[src/rtl/gpio_pkg.sv]
// Shared GPIO definitions: bank geometry, GPMC register offsets and the
// per-bit configuration bundle handed to each input conditioning slice.
package gpio_pkg;

  localparam int GPIO_WIDTH  = 48;
  localparam int GPIO_PORTS  = 6;
  localparam int GPIO_PORT_W = 8;

  typedef enum logic [7:0] {
    REG_DIR      = 8'h00,
    REG_OUT      = 8'h08,
    REG_IN       = 8'h10,
    REG_EVENT    = 8'h18,
    REG_IRQ_MASK = 8'h20,
    REG_RISE_EN  = 8'h28,
    REG_FALL_EN  = 8'h30,
    REG_DB_DIV   = 8'h38
  } gpio_reg_e;

  // clr is already qualified by the clear strobe in the parent.
  typedef struct packed {
    logic db_en;
    logic rise_en;
    logic fall_en;
    logic clr;
  } gpio_bit_cfg_t;

endpackage

[src/rtl/gpio_in_bit.sv]
// One GPIO input slice: 2-flop synchroniser, tick-sampled debounce history,
// filter select, edge detect and sticky event flag.
module gpio_in_bit
  import gpio_pkg::*;
#(
  parameter int DB_SAMP = 3
) (
  input  logic          clk,
  input  logic          rst_n,
  input  logic          pin,
  input  logic          tick,
  input  gpio_bit_cfg_t cfg,
  output logic          level,
  output logic          evt
);

  logic               sync1_q;
  logic               sync2_q;
  logic [DB_SAMP-1:0] hist_q;
  logic [DB_SAMP-1:0] hist_d;
  logic               level_q;
  logic               level_d;
  logic               prev_q;
  logic               evt_q;
  logic               evt_d;
  logic               hist_stable;
  logic               rise;
  logic               fall;

  // History keeps shifting on every tick even while db_en=0, so enabling the
  // filter later starts from real recent samples and never glitches level.
  always_comb begin
    hist_d = hist_q;
    if (tick) begin
      hist_d = {hist_q[DB_SAMP-2:0], sync2_q};
    end
    hist_stable = (&hist_d) || (~|hist_d);

    level_d = level_q;
    if (!cfg.db_en) begin
      level_d = sync2_q;
    end else if (tick && hist_stable && (hist_d[0] != level_q)) begin
      level_d = hist_d[0];
    end

    rise  = level_q & ~prev_q;
    fall  = ~level_q & prev_q;
    // A new edge beats a simultaneous clear so no event is lost.
    evt_d = (rise & cfg.rise_en) | (fall & cfg.fall_en) | (evt_q & ~cfg.clr);
  end

  always_ff @(posedge clk or negedge rst_n) begin
    if (!rst_n) begin
      sync1_q <= 1'b0;
      sync2_q <= 1'b0;
      hist_q  <= '0;
      level_q <= 1'b0;
      prev_q  <= 1'b0;
      evt_q   <= 1'b0;
    end else begin
      sync1_q <= pin;
      sync2_q <= sync1_q;
      hist_q  <= hist_d;
      level_q <= level_d;
      prev_q  <= level_q;
      evt_q   <= evt_d;
    end
  end

  assign level = level_q;
  assign evt   = evt_q;

endmodule

[src/rtl/gpio_in_conditioner.sv]
// GPIO input conditioner: shared debounce prescaler, WIDTH per-bit slices and
// a registered interrupt built from the masked sticky event flags.
module gpio_in_conditioner
  import gpio_pkg::*;
#(
  parameter int WIDTH   = GPIO_WIDTH,
  parameter int DIV_W   = 16,
  parameter int DB_SAMP = 3
) (
  input  logic             clk,
  input  logic             rst_n,
  input  logic [WIDTH-1:0] pin_in,
  input  logic [WIDTH-1:0] db_en,
  input  logic [DIV_W-1:0] db_div,
  input  logic [WIDTH-1:0] rise_en,
  input  logic [WIDTH-1:0] fall_en,
  input  logic [WIDTH-1:0] irq_mask,
  input  logic             clr_stb,
  input  logic [WIDTH-1:0] clr_mask,
  output logic [WIDTH-1:0] level_out,
  output logic [WIDTH-1:0] event_out,
  output logic             irq
);

  logic [DIV_W-1:0] cnt_q;
  logic [DIV_W-1:0] cnt_d;
  logic             tick;
  logic             irq_q;
  logic             irq_d;

  // Lowering db_div under the running count wraps silently instead of
  // waiting for a 2^DIV_W rollover.
  always_comb begin
    tick = (cnt_q == db_div);
    if (tick || (cnt_q > db_div)) begin
      cnt_d = '0;
    end else begin
      cnt_d = cnt_q + DIV_W'(1);
    end
    irq_d = |(event_out & irq_mask);
  end

  always_ff @(posedge clk or negedge rst_n) begin
    if (!rst_n) begin
      cnt_q <= '0;
      irq_q <= 1'b0;
    end else begin
      cnt_q <= cnt_d;
      irq_q <= irq_d;
    end
  end

  assign irq = irq_q;

  for (genvar i = 0; i < WIDTH; i++) begin : g_bit
    gpio_bit_cfg_t cfg;

    assign cfg = '{db_en:   db_en[i],
                   rise_en: rise_en[i],
                   fall_en: fall_en[i],
                   clr:     clr_stb & clr_mask[i]};

    gpio_in_bit #(
      .DB_SAMP (DB_SAMP)
    ) u_bit (
      .clk   (clk),
      .rst_n (rst_n),
      .pin   (pin_in[i]),
      .tick  (tick),
      .cfg   (cfg),
      .level (level_out[i]),
      .evt   (event_out[i])
    );
  end

endmodule

[config.mk]
export PLATFORM = sky130hd
export DESIGN_NAME = gpio_in_conditioner
export DESIGN_NICKNAME = d
export VERILOG_FILES = /design/src/rtl/gpio_pkg.sv /design/src/rtl/gpio_in_bit.sv /design/src/rtl/gpio_in_conditioner.sv
export SDC_FILE = /design/constraint.sdc
export NUM_CORES = 1
export LEC_CHECK = 0
export CAP_MARGIN = 20
export CORE_ASPECT_RATIO = 0.7
export CORE_MARGIN = 1
export CORE_UTILIZATION = 49
export CTS_CLUSTER_DIAMETER = 150
export CTS_CLUSTER_SIZE = 25
export DETAILED_ROUTE_END_ITERATION = 8
export GPL_TIMING_DRIVEN = 0
export HOLD_SLACK_MARGIN = 0.08
export PLACE_DENSITY = 0.81
export SETUP_SLACK_MARGIN = 0.4
export SLEW_MARGIN = 20
export SYNTH_ARGS = -nofsm -noshare
export SYNTH_HDL_FRONTEND = slang
export SYNTH_SLANG_ARGS = --single-unit
[constraint.sdc]
create_clock -name clk -period 2.2 [get_ports clk]
set_input_delay 0.22 -clock clk [delete_from_list [all_inputs] [get_ports clk]]
set_output_delay 0.22 -clock clk [all_outputs]
set_load 0.05 [all_outputs]
==> results.yml, run 1 <==
clocking:
  cts-buffers-inserted: 18
  cts.path.max_buffers: 3
  clkTransAtPathRegs_ps: 100
  cts_tree: "built"
  cts.sinks: 353
  h-tree-depth: 1
  clock_insertion_delay_worst_skew_ps: 540
  clock-root-buffer: "sky130_fd_sc_hd__clkbuf_16"
placement:
  dp_worst_setup_slack_ps: -320
  detailed_place_hpwl_um: 33300
  routabilityCongestion: 0.858
  place.port_buffers: 402
global_routing:
  wire_length_of_the_first_global_routing_pass_um: 72000
  grt_pass1_vias: 13267
  global_route.overflow_total: 0
  antenna_found_initial: 2
  maximum_number_of_pins_on_one_net_before_global_route_repair: 97
  global_route.usage.total: 0.297
drt:
  num_vias: 13478
  wl_met3_um: 3220
  residual_drc: 0
  detail_route.first_pass.iterations: 7
  dr_wl_met2_um: 24300
  route.detailed.vias_per_inst: 5.55
  top_routing_layer_in_use: "met5"
  routed_wl_um: 49400
  post_drt_wl_per_cell_um: 20.3
  wl_met1_um: 20400
  antenna_left: 0
  initial_detailed_routing_violation_count: 906
run:
  timing.max_cap.violations: 0
floorplan:
  std_cell_rows: 53
  floorplan.io_pins: 404
  die_height_um: 150
  die_area_um2: 31800
  initial_utilization: 0.503
  core_region_area_um2: 30300
  die_w_um: 213
final_layout:
  filler_cell_count: 1929
  nNetsFinal: 2341
  final_layout_size_suffix_gt1_frac: 0.298
  final_core_util: 0.759
  layout-area-overhead-vs-synth_pct: 50.9
hold_path:
  worst_hold_startpoint: "pin_in[29]"
  min_to: "g_bit[29].u_bit.sync1_q$_DFF_PN0_"
  holdPathStages: 1
  worst_hold_path_type: "in2reg"
power:
  p_int_w: 0.0103
  cellPowerDensity_nw_per_um2: 657
  power_frac_comb: 0.250
  worst_ir_drop_vdd_v: 0.000635
  power.share.sequential: 0.510
  power_frac_clock: 0.240
  power.leakage_nw: 10.4
  total_switching_power_w: 0.00485
  switching_share: 0.321
worst_setup_path:
  reg2reg_slack_ps: 220
  cp_max_fo: 6
  worst-setup-path-type: "reg2reg"
  regToRegEndpoint: "g_bit[45].u_bit.level$_DFFE_PN0P_"
  cp.required_ps: 2630
  timing.reg2reg.worst_path_depth: 8
  cp-end-kind: "register"
  critical_path.startpoint_type: "register"
  timing.critical_path.arrival_ps: 2410
  critical_path.reg2reg.startpoint: "cnt_q[10]$_DFF_PN0_"
timing:
  worst_slew_margin_rel: 0.447
  post-route-worst-setup-slack_ps: 218
  setup_violations: 0
  timing_max_transition_violations_final: 0
  rsz0062_at_grt: "true"
  worst_hold_slack_ps: 106
  finalHoldViolCount: 0
  finalCritPeriodShare: 0.901
  setup_tns_ps: 0
  final.min_clock_period_ps: 1980
  clock-skew-final_ps: 32.2
  max_clock_freq_mhz: 505
  worst_pin_slew_ps: 829
synthesis:
  synth_flop_cell: "sky130_fd_sc_hd__dfrtp_1"
  syn_avg_cell_area_um2: 9.99
  syn-instance-count: 1526
  async_reset_ff_frac: 1.00
  syn_nets: 1850
  synth.distinct_cells: 45
  synthesis.yosys.warnings: 0
  yosys_register_bits: 353
  syn_area_um2: 15200
  synth_edf_count: 0
  yosysSeqAreaShare: 0.579
run_status:
  run_status: "finished, final reports clean"
## synthesized netlist by cell type, types with 2 or more instances
cell,number,area (um2)
sky130_fd_sc_hd__nand2_1,438,1640
sky130_fd_sc_hd__dfrtp_1,353,8830
sky130_fd_sc_hd__nand3_1,179,896
sky130_fd_sc_hd__buf_4,103,773
sky130_fd_sc_hd__inv_1,58,218
sky130_fd_sc_hd__nand4_1,57,357
sky130_fd_sc_hd__nand3b_1,48,360
sky130_fd_sc_hd__o211ai_1,48,360
sky130_fd_sc_hd__o21ai_0,42,210
sky130_fd_sc_hd__and3_1,40,250
sky130_fd_sc_hd__buf_2,28,140
sky130_fd_sc_hd__ha_1,17,213
sky130_fd_sc_hd__a221oi_1,10,87.6
sky130_fd_sc_hd__a22o_1,10,87.6
sky130_fd_sc_hd__nor3_2,10,100
sky130_fd_sc_hd__clkbuf_1,9,33.8
sky130_fd_sc_hd__mux2_2,9,101
sky130_fd_sc_hd__o31ai_1,9,67.6
sky130_fd_sc_hd__and4_1,6,52.6
sky130_fd_sc_hd__xor2_1,6,52.6
sky130_fd_sc_hd__nor3_1,5,25.0
sky130_fd_sc_hd__a22oi_1,4,30.0
sky130_fd_sc_hd__xnor2_1,4,35.0
sky130_fd_sc_hd__a211oi_1,3,22.5
sky130_fd_sc_hd__a21o_1,3,22.5
sky130_fd_sc_hd__a21oi_1,3,15.0
sky130_fd_sc_hd__or3_1,3,18.8
sky130_fd_sc_hd__and2_1,2,12.5
sky130_fd_sc_hd__and3_4,2,22.5
sky130_fd_sc_hd__nand3_2,2,20.0
## critical path, stage by stage, from the launching register on
cell                      delay (ps)
sky130_fd_sc_hd__dfrtp_1         460
sky130_fd_sc_hd__ha_1            330
sky130_fd_sc_hd__and4_1          230
sky130_fd_sc_hd__nand4_1         120
sky130_fd_sc_hd__buf_6           160
sky130_fd_sc_hd__buf_6           140
sky130_fd_sc_hd__buf_12          160
sky130_fd_sc_hd__o31ai_4         190
sky130_fd_sc_hd__nand3_1         100
## registers in the layout, indices dropped and copies added, names as in the netlist
register,flops
cnt_q,16
g_bit.u_bit.evt,48
g_bit.u_bit.hist_q,96
g_bit.u_bit.level,48
g_bit.u_bit.prev_q,48
g_bit.u_bit.sync1_q,48
g_bit.u_bit.sync2_q,48
irq,1
## layout make-up
class                      instances  area, um2  area share
timing repair buffer             471       5230       0.227
tap                              412        515      0.0224
clock inverter                     2       46.3     0.00201
buffer                           141       1420      0.0617
multi-input combinational        974       6240       0.271
clock buffer                      18        450      0.0196
inverter                          58        218     0.00946
sequential                       353       8900       0.387
antenna                            1       2.50    0.000109
## through the flow
| step | cell area (um2) | power (W) | std cells |
|---|---|---|---|
| after detailed placement | 19900 | 0.0114 | 2343 |
| after global placement | 19800 | 0.0113 | 2340 |
| after floorplan | 15300 | 0.00970 | 1526 |
| after global routing | 23000 | 0.0157 | 2429 |
| final | 23000 | 0.0151 | 2430 |
| after CTS | 22200 | 0.0151 | 2413 |
## metal layers
layer	GRT usage	vias to the layer above
met2	0.505	490
met3	0.0499	89
li1	-	6137
met1	0.391	6758
met5	0	-
met4	0.0874	4
## cells in the final DEF (no fill, tap or decap), types with 6 or more instances in the layout
cell                                n
sky130_fd_sc_hd__nand2_1          305
sky130_fd_sc_hd__clkdlybuf4s50_1  304
sky130_fd_sc_hd__dfrtp_1          303
sky130_fd_sc_hd__nand3_1          134
sky130_fd_sc_hd__buf_4            116
sky130_fd_sc_hd__nand2_2          112
sky130_fd_sc_hd__clkdlybuf4s15_2   69
sky130_fd_sc_hd__inv_1             58
sky130_fd_sc_hd__nand4_1           57
sky130_fd_sc_hd__dfrtp_2           50
sky130_fd_sc_hd__nand3b_1          48
sky130_fd_sc_hd__o211ai_1          48
sky130_fd_sc_hd__nand3_2           44
sky130_fd_sc_hd__o21ai_0           42
sky130_fd_sc_hd__and3_1            40
sky130_fd_sc_hd__clkbuf_16         28
sky130_fd_sc_hd__buf_12            24
sky130_fd_sc_hd__buf_16            21
sky130_fd_sc_hd__nand2_4           21
sky130_fd_sc_hd__clkbuf_2          19
sky130_fd_sc_hd__buf_6             16
sky130_fd_sc_hd__buf_8             16
sky130_fd_sc_hd__ha_1              12
sky130_fd_sc_hd__nor3_2            11
sky130_fd_sc_hd__a22o_1             9
sky130_fd_sc_hd__mux2_2             9
sky130_fd_sc_hd__clkdlybuf4s15_1    7
sky130_fd_sc_hd__xor2_1             6
## cell families after synthesis
logic type	count (synthesis)	share of synthesized area
multiplexers	9	0.00665
adder cells (fa/ha/maj)	17	0.0139
buffers and inverters	199	0.0771
AO/OA/AOI/OAI	139	0.0667
flip-flops	353	0.579
XOR/XNOR	10	0.00574
AND/OR/NAND/NOR	799	0.251
## power groups by stage
stage                     Clock [W]  Combinational (W)  Sequential (W)
after CTS                   0.00371            0.00371         0.00766
after global routing        0.00390            0.00403         0.00778
after floorplan                   0            0.00221         0.00749
final                       0.00363            0.00379         0.00771
after detailed placement          0            0.00367         0.00777
after global placement            0            0.00357         0.00776
## timing repair
| action | CTS | global route |
|---|---|---|
| gates resized for setup | 552 | 188 |
| pin swaps | 113 | 89 |
| setup endpoints to repair | 258 | 232 |
| hold endpoints to repair | 81 | 0 |
| hold buffers | 2 | 0 |
| buffers inserted | 29 | 7 |
| cloned | 19 | 9 |
## how the worst max path moves through the flow
| stage | start | endpoint | cells after the start |
|---|---|---|---|
| final | cnt_q[10]$_DFF_PN0_ | g_bit[45].u_bit.level$_DFFE_PN0P_ | 8 |
| after global routing | cnt_q[10]$_DFF_PN0_ | g_bit[46].u_bit.level$_DFFE_PN0P_ | 8 |
| after CTS | g_bit[37].u_bit.evt$_DFF_PN0_ | event_out[37] | 2 |
| after detailed placement | db_div[13] | g_bit[43].u_bit.level$_DFFE_PN0P_ | 9 |
| after global placement | rst_n | g_bit[18].u_bit.evt$_DFF_PN0_ | 1 |
| after floorplan | cnt_q[7]$_DFF_PN0_ | cnt_q[10]$_DFF_PN0_ | 6 |
Note: power is estimated with default switching activity, not from simulation.
==> inputs of run 2 (changes only) <==
Settings changed: CORE_UTILIZATION 49 to 43, PLACE_DENSITY 0.81 to 0.76, SYNTH_HIERARCHICAL set to 1.
Clock period 2.2 ns to 1.66 ns, I/O delays scaled along.
==> run 2 against run 1 <==
  * The run now ends with negative setup slack left
  * Register-to-register slack got worse by 830 ps
  * Total power rose by 30%
  * Critical path depth did not move
  * First-iteration DRC count fell by 26%
  * Cell count fell by 8.6%
  * Sequential share of layout area rose by 1.5 points
  * Count of clock-buffer cells in the layout rose by 11
  * Final area fell by 3.9%
  * Worst hold slack got worse by 10 ps
  * Critical endpoint is now g_bit[5].u_bit/hist_q[0]$_DFF_PN0_
  * Largest power group unchanged
  * Highest routed layer unchanged
==> results.yml, run 2 <==
timing:
  timing_max_transition_violations_final: 0
  setup_violations: 161
  worst_hold_slack_ps: 96.0
  worst_slew_margin_rel: 0.318
  finalCritPeriodShare: 1.37
  rsz0062_at_grt: "true"
  final.min_clock_period_ps: 2270
  max_clock_freq_mhz: 441
  clock-skew-final_ps: 27.6
  post-route-worst-setup-slack_ps: -607
  worst_pin_slew_ps: 1020
  finalHoldViolCount: 0
run_status:
  violated_checks: "negative setup slack"
  run_status: "complete, but fails checks"
synthesis:
  netlist.area_leader.share: 0.629
  yosysSeqAreaShare: 0.629
  yosys_register_bits: 353
  synthMostInstantiatedCell: "sky130_fd_sc_hd__dfrtp_1"
  syn_area_um2: 14000
  syn_avg_cell_area_um2: 12.0
  ys_top_cells_by_area: "sky130_fd_sc_hd__dfrtp_1, sky130_fd_sc_hd__mux2_2, sky130_fd_sc_hd__nand3_1, sky130_fd_sc_hd__a221o_1, sky130_fd_sc_hd__nor2_1"
  syn_nets: 1495
  syn-instance-count: 1171
  synth_edf_count: 0
  ranking_of_synthesized_cells_by_instance_count: "sky130_fd_sc_hd__dfrtp_1, sky130_fd_sc_hd__nand3_1, sky130_fd_sc_hd__nor2_1"
  synth.largest_area_cell: "sky130_fd_sc_hd__dfrtp_1"
  async_reset_ff_frac: 1.00
  synth_flop_cell: "sky130_fd_sc_hd__dfrtp_1"
  synth.distinct_cells: 32
  synthesis.yosys.warnings: 6
hold_path:
  holdPathStages: 1
  worst_hold_path_type: "in2reg"
floorplan:
  core_region_area_um2: 31600
  die_height_um: 153
  die_w_um: 218
  die_area_um2: 33400
  std_cell_rows: 54
  floorplan.io_pins: 404
  initial_utilization: 0.444
final_layout:
  filler_cell_count: 2130
  finalInstanceArea_um2: 22100
  final_core_util: 0.700
  register_with_the_most_flip_flops: "g_bit.u_bit/hist_q"
  area_used_by_multi_input_combinational_logic_um2: 5270
  final_layout_size_suffix_gt1_frac: 0.241
  layout-area-overhead-vs-synth_pct: 57.5
  nNetsFinal: 2111
  largest_register_ffs: 96
  most-common-layout-cells: "sky130_fd_sc_hd__dfrtp_1, sky130_fd_sc_hd__clkdlybuf4s50_1, sky130_fd_sc_hd__nand3_1"
  sequential_cell_area_um2: 8880
  mostFrequentLayoutCell: "sky130_fd_sc_hd__dfrtp_1"
worst_setup_path:
  crit_chain: "ha_4 -> nand4_1 -> nor3_4 -> buf_6 -> buf_12 -> buf_12 -> clkbuf_16 -> mux2_2"
  worst-setup-path-type: "reg2reg"
  cp.required_ps: 2070
  cpMaxStageDelayCell: "sky130_fd_sc_hd__dfrtp_1"
  cp-end-kind: "register"
  timing.critical_path.arrival_ps: 2680
  cp_max_fo: 7
  cpMostUsedCell: "sky130_fd_sc_hd__buf_12"
  timing.reg2reg.worst_path_depth: 8
  critical_path.startpoint_type: "register"
  cp_slowest_stage_delay_ps: 470
clocking:
  cts.path.max_buffers: 3
  h-tree-depth: 1
  cts_tree: "built"
  clkTransAtPathRegs_ps: 100
  clock-root-buffer: "sky130_fd_sc_hd__clkbuf_16"
  cts.sinks: 353
  clock_insertion_delay_worst_skew_ps: 520
  cts-buffers-inserted: 18
global_routing:
  global_routing_met3_resource_utilization: 0.0501
  grtUsageMet2: 0.424
  use_met1: 0.319
  global_route.overflow_total: 0
  grt_most_used_layer: "met2"
  maximum_number_of_pins_on_one_net_before_global_route_repair: 98
  grt_pass1_vias: 11963
  antenna_found_initial: 5
  wire_length_of_the_first_global_routing_pass_um: 64700
  global_route.usage.total: 0.247
power:
  power.leakage_nw: 9.98
  cellPowerDensity_nw_per_um2: 891
  finalPower_w: 0.0197
  worst_ir_drop_vdd_v: 0.000651
drt:
  detail_route.first_pass.iterations: 5
  post_drt_wl_per_cell_um: 19.2
  initial_detailed_routing_violation_count: 668
  residual_drc: 0
  antenna_left: 0
  routed_wl_um: 42600
  num_vias: 11701
  route.detailed.vias_per_inst: 5.27
placement:
  placedInstanceArea_um2: 18900
  detailed_place_hpwl_um: 27900
  place.port_buffers: 402
  routabilityCongestion: 0.864
run:
  timing.max_cap.violations: 0
## run 2: changes by cell type after synthesis, sizes merged, moves of 39 or more
| cell | previous run | this run |
|---|---|---|
| nand2 | 438 | 55 |
| buf | 132 | 1 |
| nor2 | 1 | 116 |
| mux2 | 9 | 96 |
| inv | 58 | 114 |
| a221o | 0 | 49 |
| nand3b | 48 | 0 |
| o211ai | 48 | 1 |
| o221ai | 1 | 48 |
| and2 | 2 | 48 |
| and3 | 43 | 2 |
| o21ai | 42 | 3 |
## run 2: where the power goes
part           switching, W  internal [W]  total [W]  leakage, nW
clock network       0.00276       0.00218    0.00494        0.257
registers          0.000661       0.00925    0.00991         4.27
logic               0.00254       0.00232    0.00486         5.45
## run 2: final timing paths
check	start	to	slack (ps)
setup / recovery	cnt_q[2]$_DFF_PN0_	g_bit[5].u_bit/hist_q[0]$_DFF_PN0_	-610
setup reg to reg	cnt_q[2]$_DFF_PN0_	g_bit[5].u_bit/hist_q[0]$_DFF_PN0_	-610
max in group asynchronous	rst_n	g_bit[2].u_bit/evt$_DFF_PN0_	620
hold reg to reg	g_bit[23].u_bit/sync1_q$_DFF_PN0_	g_bit[23].u_bit/sync2_q$_DFF_PN0_	330
hold / removal	pin_in[16]	g_bit[16].u_bit/sync1_q$_DFF_PN0_	100
min in group asynchronous	rst_n	g_bit[33].u_bit/sync1_q$_DFF_PN0_	180
## run 2: metrics by stage
stage                     cells  TNS [ps]  setup WS [ps]
after floorplan            1171   -564700          -3920
after global placement     1993  -6088550         -16150
after detailed placement   2007   -189980          -1640
after CTS                  2184    -78850           -632
after global routing       2219    -90990           -695
final                      2220    -77070           -607
## run 2: routing by layer
layer / share of wire / routed length (um)
met5: 0.00061 / 26
met1: 0.41 / 17600
met2: 0.49 / 21000
met4: 0.027 / 1140
met3: 0.068 / 2880
## run 2: final cells by class
cell class | instances | share of cell area
Timing Repair Buffer | 596 | 0.291
Clock inverter | 1 | 0.00136
Antenna cell | 3 | 0.000339
Buffer | 6 | 0.00147
Multi-Input combinational cell | 698 | 0.238
Clock buffer | 29 | 0.0232
Sequential cell | 353 | 0.401
Inverter | 114 | 0.0193
Tap cell | 420 | 0.0238
## run 2: logic make-up (layout without fill, tap and decap cells)
kind of cell             count (synthesis)  after routing  synth area share
multiplexers                            96             96            0.0769
XOR/XNOR                                14             14           0.00873
flip-flops                             353            353             0.629
other                                    0              3                 0
adder cells (fa/ha/maj)                 17             17            0.0151
AND/OR/NAND/NOR                        439            439             0.153
buffers and inverters                  120            746            0.0326
AO/OA/AOI/OAI                          132            132            0.0846
## run 2: repair_timing
action,CTS,global route
hold buffers,37,3
gates resized for setup,786,102
pin swaps,57,35
buffers inserted,101,28
cloned,9,2
endpoints found under the hold margin,110,3
setup endpoints to repair,278,295
## run 2: critical path, delay by kind of cell, from the launching register on
kind          cells  cell delay (ps)
buf+inv           4              530
simple gates      2              520
flops             1              470
mux               1              320
fa+ha+maj         1              300
